--- src/rtl/mem_arbiter.sv ---
// mem_arbiter: serialises the pipeline's data access and instruction fetch
// onto the single level-handshake port of the RAM/UART controller, holding
// the pipeline in stall until both are complete. Reads of the UART status
// address are answered locally.
//
// state | meaning
// IDLE  | waiting for a pipeline request; latches every request input
// SEL   | picks the next unserved request (MEM before IF); answers status reads
// ACK   | request raised, waiting for the controller to drop dev_done
// BUSY  | controller working, waiting for dev_done to rise again
// DONE  | one-cycle release: valids pulse, stall drops, back to IDLE
module mem_arbiter #(
  parameter logic [15:0] UART_DATA_ADDR = 16'hBF00,
  parameter logic [15:0] UART_STAT_ADDR = 16'hBF01,
  parameter logic [15:0] TIMEOUT        = 16'd60000
) (
  input  logic        clk,
  input  logic        rst,
  input  logic        if_req,
  input  logic [15:0] if_addr,
  output logic [15:0] if_data,
  output logic        if_valid,
  input  logic        mem_rd,
  input  logic        mem_wr,
  input  logic [15:0] mem_addr,
  input  logic [15:0] mem_wdata,
  output logic [15:0] mem_rdata,
  output logic        mem_valid,
  output logic        stall,
  output logic        timeout,
  output logic        dev_need_to_work,
  output logic        dev_rd,
  output logic        dev_wr,
  output logic [15:0] dev_addr,
  output logic [15:0] dev_wdata,
  input  logic        dev_done,
  input  logic [15:0] dev_result,
  input  logic        uart_data_ready,
  input  logic        uart_tbre,
  input  logic        uart_tsre
);

  typedef enum logic [2:0] {
    IDLE = 3'd0,
    SEL  = 3'd1,
    ACK  = 3'd2,
    BUSY = 3'd3,
    DONE = 3'd4
  } state_t;

  state_t      state_q, state_d;

  // Request latches, captured in IDLE and held for the whole pipeline step
  logic        req_if_q, req_if_d;
  logic        req_rd_q, req_rd_d;
  logic        req_wr_q, req_wr_d;
  logic [15:0] lat_if_addr_q, lat_if_addr_d;
  logic [15:0] lat_mem_addr_q, lat_mem_addr_d;
  logic [15:0] lat_wdata_q, lat_wdata_d;
  logic        served_mem_q, served_mem_d;
  logic        served_if_q, served_if_d;

  // Access in flight: which side it belongs to, and the abort timer
  logic        cur_mem_q, cur_mem_d;
  logic [15:0] timer_q, timer_d;

  // Registered outputs
  logic        dev_need_q, dev_need_d;
  logic        dev_rd_q, dev_rd_d;
  logic        dev_wr_q, dev_wr_d;
  logic [15:0] dev_addr_q, dev_addr_d;
  logic [15:0] dev_wdata_q, dev_wdata_d;
  logic [15:0] mem_rdata_q, mem_rdata_d;
  logic [15:0] if_data_q, if_data_d;
  logic        timeout_q, timeout_d;

  logic        any_req;
  logic        mem_pend;
  logic        if_pend;
  logic        mem_is_stat;
  logic [15:0] uart_status;
  logic        access_end;
  logic        access_abort;
  logic [15:0] access_result;

  assign any_req     = if_req | mem_rd | mem_wr;
  assign mem_pend    = (req_rd_q | req_wr_q) & ~served_mem_q;
  assign if_pend     = req_if_q & ~served_if_q;
  assign uart_status = {14'b0, uart_data_ready, uart_tbre & uart_tsre};

  // A simultaneous read+write counts as a write, so only a pure read can be a
  // local status read. Should the two UART addresses ever be configured equal,
  // the data register wins and the read goes to the controller.
  assign mem_is_stat = req_rd_q & ~req_wr_q & (lat_mem_addr_q == UART_STAT_ADDR)
                       & (UART_STAT_ADDR != UART_DATA_ADDR);

  // Next-state and next-output computation for the sequencing FSM
  always_comb begin
    state_d        = state_q;
    req_if_d       = req_if_q;
    req_rd_d       = req_rd_q;
    req_wr_d       = req_wr_q;
    lat_if_addr_d  = lat_if_addr_q;
    lat_mem_addr_d = lat_mem_addr_q;
    lat_wdata_d    = lat_wdata_q;
    served_mem_d   = served_mem_q;
    served_if_d    = served_if_q;
    cur_mem_d      = cur_mem_q;
    timer_d        = timer_q;
    dev_need_d     = dev_need_q;
    dev_rd_d       = dev_rd_q;
    dev_wr_d       = dev_wr_q;
    dev_addr_d     = dev_addr_q;
    dev_wdata_d    = dev_wdata_q;
    mem_rdata_d    = mem_rdata_q;
    if_data_d      = if_data_q;
    timeout_d      = 1'b0;
    access_end     = 1'b0;
    access_abort   = 1'b0;
    access_result  = dev_result;

    case (state_q)
      IDLE: begin
        if (any_req) begin
          req_if_d       = if_req;
          req_rd_d       = mem_rd;
          req_wr_d       = mem_wr;
          lat_if_addr_d  = if_addr;
          lat_mem_addr_d = mem_addr;
          lat_wdata_d    = mem_wdata;
          served_mem_d   = 1'b0;
          served_if_d    = 1'b0;
          state_d        = SEL;
        end
      end

      SEL: begin
        if (mem_pend && mem_is_stat) begin
          mem_rdata_d  = uart_status;
          served_mem_d = 1'b1;
        end else if (mem_pend) begin
          dev_addr_d  = lat_mem_addr_q;
          dev_wdata_d = lat_wdata_q;
          dev_wr_d    = req_wr_q;
          dev_rd_d    = ~req_wr_q;
          dev_need_d  = 1'b1;
          cur_mem_d   = 1'b1;
          timer_d     = TIMEOUT - 16'd1;
          state_d     = ACK;
        end else if (if_pend) begin
          dev_addr_d  = lat_if_addr_q;
          dev_wr_d    = 1'b0;
          dev_rd_d    = 1'b1;
          dev_need_d  = 1'b1;
          cur_mem_d   = 1'b0;
          timer_d     = TIMEOUT - 16'd1;
          state_d     = ACK;
        end else begin
          state_d = DONE;
        end
      end

      // The timer counts down once per ACK/BUSY cycle; reaching zero in one of
      // those cycles means TIMEOUT cycles have been spent on this access.
      ACK: begin
        if (timer_q == 16'd0) begin
          access_abort = 1'b1;
        end else begin
          timer_d = timer_q - 16'd1;
          if (!dev_done) begin
            state_d = BUSY;
          end
        end
      end

      // A completion arriving on the last allowed cycle still counts.
      BUSY: begin
        if (dev_done) begin
          access_end = 1'b1;
        end else if (timer_q == 16'd0) begin
          access_abort = 1'b1;
        end else begin
          timer_d = timer_q - 16'd1;
        end
      end

      DONE: begin
        state_d = IDLE;
      end

      default: begin
        state_d = IDLE;
      end
    endcase

    if (access_end || access_abort) begin
      dev_need_d = 1'b0;
      dev_rd_d   = 1'b0;
      dev_wr_d   = 1'b0;
      timeout_d  = access_abort;
      state_d    = SEL;
      if (access_abort) begin
        access_result = 16'hFFFF;
      end
      if (cur_mem_q) begin
        served_mem_d = 1'b1;
        if (!dev_wr_q) begin
          mem_rdata_d = access_result;
        end
      end else begin
        served_if_d = 1'b1;
        if_data_d   = access_result;
      end
    end
  end

  // State and output registers with synchronous reset
  always_ff @(posedge clk) begin
    if (rst) begin
      state_q        <= IDLE;
      req_if_q       <= 1'b0;
      req_rd_q       <= 1'b0;
      req_wr_q       <= 1'b0;
      lat_if_addr_q  <= '0;
      lat_mem_addr_q <= '0;
      lat_wdata_q    <= '0;
      served_mem_q   <= 1'b0;
      served_if_q    <= 1'b0;
      cur_mem_q      <= 1'b0;
      timer_q        <= '0;
      dev_need_q     <= 1'b0;
      dev_rd_q       <= 1'b0;
      dev_wr_q       <= 1'b0;
      dev_addr_q     <= '0;
      dev_wdata_q    <= '0;
      mem_rdata_q    <= '0;
      if_data_q      <= '0;
      timeout_q      <= 1'b0;
    end else begin
      state_q        <= state_d;
      req_if_q       <= req_if_d;
      req_rd_q       <= req_rd_d;
      req_wr_q       <= req_wr_d;
      lat_if_addr_q  <= lat_if_addr_d;
      lat_mem_addr_q <= lat_mem_addr_d;
      lat_wdata_q    <= lat_wdata_d;
      served_mem_q   <= served_mem_d;
      served_if_q    <= served_if_d;
      cur_mem_q      <= cur_mem_d;
      timer_q        <= timer_d;
      dev_need_q     <= dev_need_d;
      dev_rd_q       <= dev_rd_d;
      dev_wr_q       <= dev_wr_d;
      dev_addr_q     <= dev_addr_d;
      dev_wdata_q    <= dev_wdata_d;
      mem_rdata_q    <= mem_rdata_d;
      if_data_q      <= if_data_d;
      timeout_q      <= timeout_d;
    end
  end

  assign stall = (state_q == SEL) || (state_q == ACK) || (state_q == BUSY)
                 || ((state_q == IDLE) && any_req);
  assign mem_valid        = (state_q == DONE) && (req_rd_q || req_wr_q);
  assign if_valid         = (state_q == DONE) && req_if_q;
  assign timeout          = timeout_q;
  assign dev_need_to_work = dev_need_q;
  assign dev_rd           = dev_rd_q;
  assign dev_wr           = dev_wr_q;
  assign dev_addr         = dev_addr_q;
  assign dev_wdata        = dev_wdata_q;
  assign mem_rdata        = mem_rdata_q;
  assign if_data          = if_data_q;

endmodule

--- config.mk ---
export PLATFORM = sky130hd
export DESIGN_NAME = mem_arbiter
export DESIGN_NICKNAME = d
export VERILOG_FILES = /design/src/rtl/mem_arbiter.sv
export SDC_FILE = /design/constraint.sdc
export NUM_CORES = 1
export LEC_CHECK = 0
export BUFFER_PORTS_ARGS = -buffer_cell sky130_fd_sc_hd__buf_2
export CAP_MARGIN = 20
export CORE_UTILIZATION = 53
export CTS_CLUSTER_DIAMETER = 30
export DETAILED_ROUTE_END_ITERATION = 12
export PLACE_DENSITY = 0.87
export SYNTH_ARGS = -nofsm -noshare
export SYNTH_HDL_FRONTEND = slang
export SYNTH_SLANG_ARGS = --single-unit
--- constraint.sdc ---
create_clock -name clk -period 2.66 [get_ports clk]
set_clock_uncertainty 0.2 [all_clocks]
set_input_delay 0.399 -clock clk [delete_from_list [all_inputs] [get_ports clk]]
set_output_delay 0.399 -clock clk [all_outputs]
set_load 0.1 [all_outputs]
==> results of run 1 <==
[report_power, final]
group          internal (uW)  total [uW]  switching (uW)
clock network           1400        2330             925
logic                    926        2940            2010
registers               2430        2700             261
[sequential cells by signal (all words and copies together), names as in the netlist, 3 cells and up]
| name | cells |
|---|---|
| dev_addr | 16 |
| dev_wdata | 16 |
| if_data | 16 |
| lat_if_addr_q | 16 |
| lat_mem_addr_q | 16 |
| lat_wdata_q | 16 |
| mem_rdata | 16 |
| timer_q | 16 |
| state_q | 3 |
[placed cells by master, fill, tap and decap left out, types with 3 or more instances in the layout]
cell / netlist / final
inv_1: 9 / 9
nor3_1: 28 / 27
mux2i_1: 34 / 34
nand2b_1: 4 / 3
or4_1: 6 / 5
buf_2: 9 / 142
a211oi_1: 20 / 19
buf_4: 0 / 32
dlygate4sd3_1: 0 / 65
a211o_1: 4 / 4
o31ai_1: 4 / 4
clkinv_2: 0 / 4
nand4_1: 4 / 4
and3_1: 5 / 5
nand4b_1: 3 / 3
clkbuf_16: 0 / 16
nand3_1: 20 / 20
nor4_1: 24 / 24
dfxtp_1: 141 / 141
clkbuf_8: 0 / 4
a21oi_1: 77 / 76
nand2_1: 114 / 114
o21ai_0: 16 / 16
a31oi_1: 4 / 4
nor2_1: 61 / 61
or3_1: 5 / 5
[layer usage]
layer / vias to the layer above / global-route usage [%] / wire length [microns]
met2: 323 / 59.7 / 9690
met1: 2887 / 37.4 / 7220
met4: 0 / 17.8 / 700
met5: - / 0 / 0
met3: 61 / 6.99 / 1340
li1: 2842 / - / -
[worst max-delay path: cells and delay by family (launching register included)]
family / cells / cell delay [ns]
buffers and inverters: 2 / 0.60
flip-flops: 1 / 0.31
AND/OR/NAND/NOR: 2 / 0.51
[path summary, 6_finish.rpt]
check	startpoint	endpoint	slack [ns]	depth (start not counted)
setup / recovery	state_q[1]	if_valid	0.10	4
setup reg to reg	timer_q[8]	mem_rdata[6]	0.15	8
hold reg to reg	lat_wdata_q[11]	lat_wdata_q[11]	0.26	2
hold / removal	dev_result[6]	if_data[6]	0.005	3
[layout make-up]
cell class              count  area (sq um)
fillers                   657          2400
flip-flops and latches    141          2820
clock buffers              21           459
well taps                 136           170
multi-input cells         479          2800
clock inverters            10           114
inverters                   9          33.8
repair buffers            242          1660
[what timing repair did]
item | in CTS | in global routing
hold buffers | 65 | 0
setup buffers | 0 | 3
hold endpoints to repair | 67 | 0
setup endpoints to repair | 0 | 22
gates resized for setup | 0 | 4
[through the flow]
stage	worst slack (ns)	power, uW	cells
floorplan	0.0970	4740	680
detailed placement	0.0449	5450	938
finish	0.102	7960	1038
global placement	0.168	5370	938
CTS	0.0468	7820	1034
global route	0.0143	8280	1038
[cells by family after synthesis]
| kind of cell | count (synthesis) | share of synthesized area [%] |
|---|---|---|
| AND/OR/NAND/NOR | 291 | 23.9 |
| flip-flops | 141 | 48.6 |
| multiplexers | 34 | 5.86 |
| AO/OA/AOI/OAI | 152 | 17.1 |
| buffers and inverters | 60 | 4.09 |
| adder cells (fa/ha/maj) | 2 | 0.431 |
==> results_dict.tcl, run 1 <==
set metrics [dict create \
    die_area_sq_um 11400 \
    p_leak_uw 0.00342 \
    cts_buffers 17 \
    worstSetupPathType "flop to primary output" \
    num_io_pins 144 \
    end_kind "primary output" \
    hpwl_mm 10.9 \
    clk_pin_slew_worst_paths_ns 0.06 \
    power_density_nw_per_um2 988 \
    synth_most_common_cell "dfxtp_1" \
    period_needed_ns 2.56 \
    grtUsageTotal_pct 33.5 \
    grt_start_max_net_pins 54 \
    dieWidth_microns 107 \
    place_area_sq_um 6780 \
    irDropWorstVdd_mv 0.628 \
    rsz0062_at_grt "false" \
    clkLatencyLatePin_ns 0.53 \
    drt_pass1_iterations 5 \
    grt_pass1_wl_mm 29.8 \
    clkSinkCount 141 \
    cp_slowest_stage_delay_ns 0.42 \
    fin_util_pct 77.0 \
    antenna_left 0 \
    worstPathMaxFanout 12 \
    tightest_slew_ns 0.678 \
    cp_slowest_cell "buf_2" \
    ys_seq_area_share_pct 48.6 \
    synth_area_leader_cell "dfxtp_1" \
    floorplan.rows 37 \
    fin_setup_tns_ns 0 \
    fin_nets 965 \
    synth_cell_types 60 \
    antenna_found_initial 0 \
    cp.required_ns 2.06 \
    syn_area_sq_um 5810 \
    grt-ovfl-total 0 \
    diodes 0 \
    drv_slew 0 \
    synth_top_area_share_pct 48.6 \
    synthTopCellsByArea "dfxtp_1 49%, nand2_1 7.4%, a21oi_1 6.6%" \
    synth_edf_count 0 \
    avgSynthCellArea_sq_um 8.54 \
    gp_congestion 0.903 \
    start_kind "flop" \
    ys_seq_elements 141 \
    synthCells 680 \
    period_share_pct 96.2 \
    maxCapViolCount 0 \
    worst_hold_path_type "input port to flop" \
    hold_viol 0 \
    wl_per_cell_microns 18.2 \
    vias 6113 \
    cts-root-buf "clkbuf_8" \
    drcViolationCount 0 \
    synth_warnings 0 \
    path_cells "buf_4 > nor2_1 > and3_1 > buf_2" \
    cts.path.max_buffers 2 \
    grt_pass1_vias 6043 \
    setup_viol 0 \
    cts_tree "yes" \
    core_area_sq_um 10500 \
    area_growth_pct 38.8 \
    synth_flop_cell "dfxtp_1" \
    outcome "completed" \
    wl_mm 18.9 \
    via_per_inst 5.89 \
    io_buffers 143 \
    die_height_microns 107 \
    yosys-top-cells-count "141 x dfxtp_1, 114 x nand2_1, 77 x a21oi_1" \
    final_area_sq_um 8060 \
    syn_nets 755 \
    drive_gt1_share_pct 25.7 \
    drtIter0Drc 455 \
    holdWs_ns 0.00546 \
    fmax_mhz 391 \
    async_flop_share_pct 0 \
    cp_data_arrival_time_ns 1.96 \
    relSlewSlack_pct 54.5 \
    htreeDepth 4 \
    start_util_pct 55.5 \
]
Power figures use the tool's default switching activity.
==> run 2, diff against run 1 <==
CORE_UTILIZATION = 55   (was 53)
CTS_BUF_LIST = sky130_fd_sc_hd__clkbuf_4 sky130_fd_sc_hd__clkbuf_8   (was unset)
GPL_ROUTABILITY_DRIVEN = 0   (was unset)
PLACE_DENSITY = 0.9   (was 0.87)
==> run 2 against run 1 <==
- largest cell class is now multi-input combinational cells
- hold slack better by 0.010 ns
- largest power group unchanged
- flip-flop and latch count unchanged
- utilization down 2.0 points
- final area down 4.3%
- first-iteration DRC count up 5.7%
- sequential share of layout area up 1.6 points
- wire length down 9.4%
- register-to-register slack worse by 0.09 ns
- cell count down 2.5%
- via count down 2.1%
==> results_dict.tcl, run 2 (synthesis results as in run 1) <==
set metrics [dict create \
    outcome "completed" \
    io_buffers 143 \
    clk_pin_slew_worst_paths_ns 0.08 \
    cp_slowest_stage_delay_ns 0.70 \
    worstSetupPathType "flop to flop" \
    hold_depth 3 \
    drt_pass1_iterations 6 \
    hpwl_mm 10.3 \
    final_cell_mix "142 x buf_2, 141 x dfxtp_1, 113 x nand2_1, 76 x a21oi_1, 61 x nor2_1" \
    maxCapViolCount 0 \
    power_density_nw_per_um2 963 \
    critPathLaunch "lat_mem_addr_q[1]" \
    vias 5986 \
    drv_slew 0 \
    diodes 0 \
    worst_hold_path_type "input port to flop" \
    wl_per_cell_microns 17.0 \
    cpMostUsedCell "or4_1" \
    setup_viol 0 \
    cts_tree "yes" \
    die_area_sq_um 11000 \
    dieWidth_microns 105 \
    drive_gt1_share_pct 26.3 \
    start_util_pct 56.5 \
    via_per_inst 5.92 \
    relSlewSlack_pct 47.5 \
    hold_viol 0 \
    fin_util_pct 75.0 \
    wl_mm 17.2 \
    period_share_pct 97.8 \
    cp_data_arrival_time_ns 2.77 \
    period_needed_ns 2.60 \
    cts_buffers 17 \
    die_height_microns 105 \
    core_area_sq_um 10300 \
    clkLatencyLatePin_ns 0.46 \
    drtIter0Drc 481 \
    end_kind "flop" \
    setup_slack_ns 0.0578 \
    start_kind "flop" \
    p_leak_uw 0.00325 \
    layout_commonest_cell "buf_2" \
    rr_startpoint "lat_mem_addr_q[1]" \
    clkSinkCount 141 \
    hold_path_end "lat_wdata_q[14]" \
    tightest_slew_ns 0.782 \
    num_io_pins 144 \
    cp.required_ns 2.83 \
    path_cells "or4_1 > or4_1 > o22ai_4 > o31ai_1 > a31oi_1" \
    antenna_found_initial 0 \
    r2r_end "timer_q[3]" \
    cts.path.max_buffers 2 \
    grt_pass1_wl_mm 27.2 \
    worstPathMaxFanout 10 \
    grt_start_max_net_pins 63 \
    floorplan.rows 37 \
    htreeDepth 4 \
    irDropWorstVdd_mv 0.493 \
    reg2reg_slack_ns 0.06 \
    rr_worst_depth 5 \
    cts-root-buf "clkbuf_8" \
    grt-ovfl-total 0 \
    fin_setup_tns_ns 0 \
    fin_nets 939 \
    area_growth_pct 32.7 \
    grtUsageTotal_pct 31.2 \
    fmax_mhz 384 \
    antenna_left 0 \
    drcViolationCount 0 \
    cp_slowest_cell "or4_1" \
    hold_start "mem_wdata[14]" \
    place_ws_ns 0.105 \
    grt_pass1_vias 5635 \
]
## run 2: changes by cell type in the layout (fill, tap and decap cells not counted), sizes merged
| cell | previous run | this run |
|---|---|---|
| inv | 10 | 12 |
| bufinv | 2 | 3 |
| clkinv | 6 | 5 |
| clkbuf | 21 | 20 |
| clkinvlp | 1 | 0 |
| dlygate4sd3 | 65 | 43 |
| buf | 177 | 173 |
## run 2: area by class of cell
| class | instances | area [sq um] |
|---|---|---|
| fill | 692 | 2570 |
| sequential | 141 | 2820 |
| multi-input combinational | 479 | 2830 |
| clock buffer | 20 | 275 |
| inverter | 9 | 33.8 |
| tap | 136 | 170 |
| timing repair buffer | 216 | 1420 |
| clock inverter | 11 | 156 |
## run 2: worst max path at each step
| stage | endpoint | slack (ns) | cells past startpoint |
|---|---|---|---|
| after floorplan | mem_valid | 0.1 | 3 |
| after global placement | timer_q[6] | 0.15 | 6 |
| after detailed placement | timer_q[15] | 0.10 | 5 |
| after CTS | timer_q[6] | 0.07 | 6 |
| after global routing | timer_q[6] | -0.02 | 8 |
| final | timer_q[3] | 0.06 | 5 |
## run 2: per-stage QoR
step	hold slack [ns]	total power, uW	std cells	area, sq um
6_report	0.0159	7430	1012	7710
4_1_cts	0.000717	7310	1011	7650
3_5_place_dp	0.248	5420	937	6790
5_1_grt	0.00507	7720	1012	7710
3_3_place_gp	0.241	5360	937	6790
2_1_floorplan	0.236	4740	680	5820
## run 2: report_power, final
part	switching [uW]	internal, uW	total [uW]	leakage [uW]
Clock	859	1010	1870	0.000220
Combinational	2010	875	2880	0.00188
Sequential	241	2430	2670	0.00115
## run 2: worst max-delay path, delay by kind of cell (launching register included)
| kind | cells | cell delay, ns |
|---|---|---|
| compound gates | 3 | 0.71 |
| flops | 1 | 0.33 |
| simple gates | 2 | 1.29 |
## run 2: repair_timing
item / 4_1_cts / 5_1_grt
hold buffers: 43 / 0
resized for setup: 0 / 8
endpoints found under the hold margin: 43 / 0
buffers inserted: 0 / 0
endpoints found under the setup margin: 0 / 33
## run 2: metal layers
layer | up-vias | track usage [%] | wire length [microns]
met4 | 0 | 13.5 | 533
met3 | 64 | 8.05 | 1580
met1 | 2782 | 36.0 | 6320
met5 | - | 0 | 0
li1 | 2796 | - | -
met2 | 344 | 54.4 | 8730
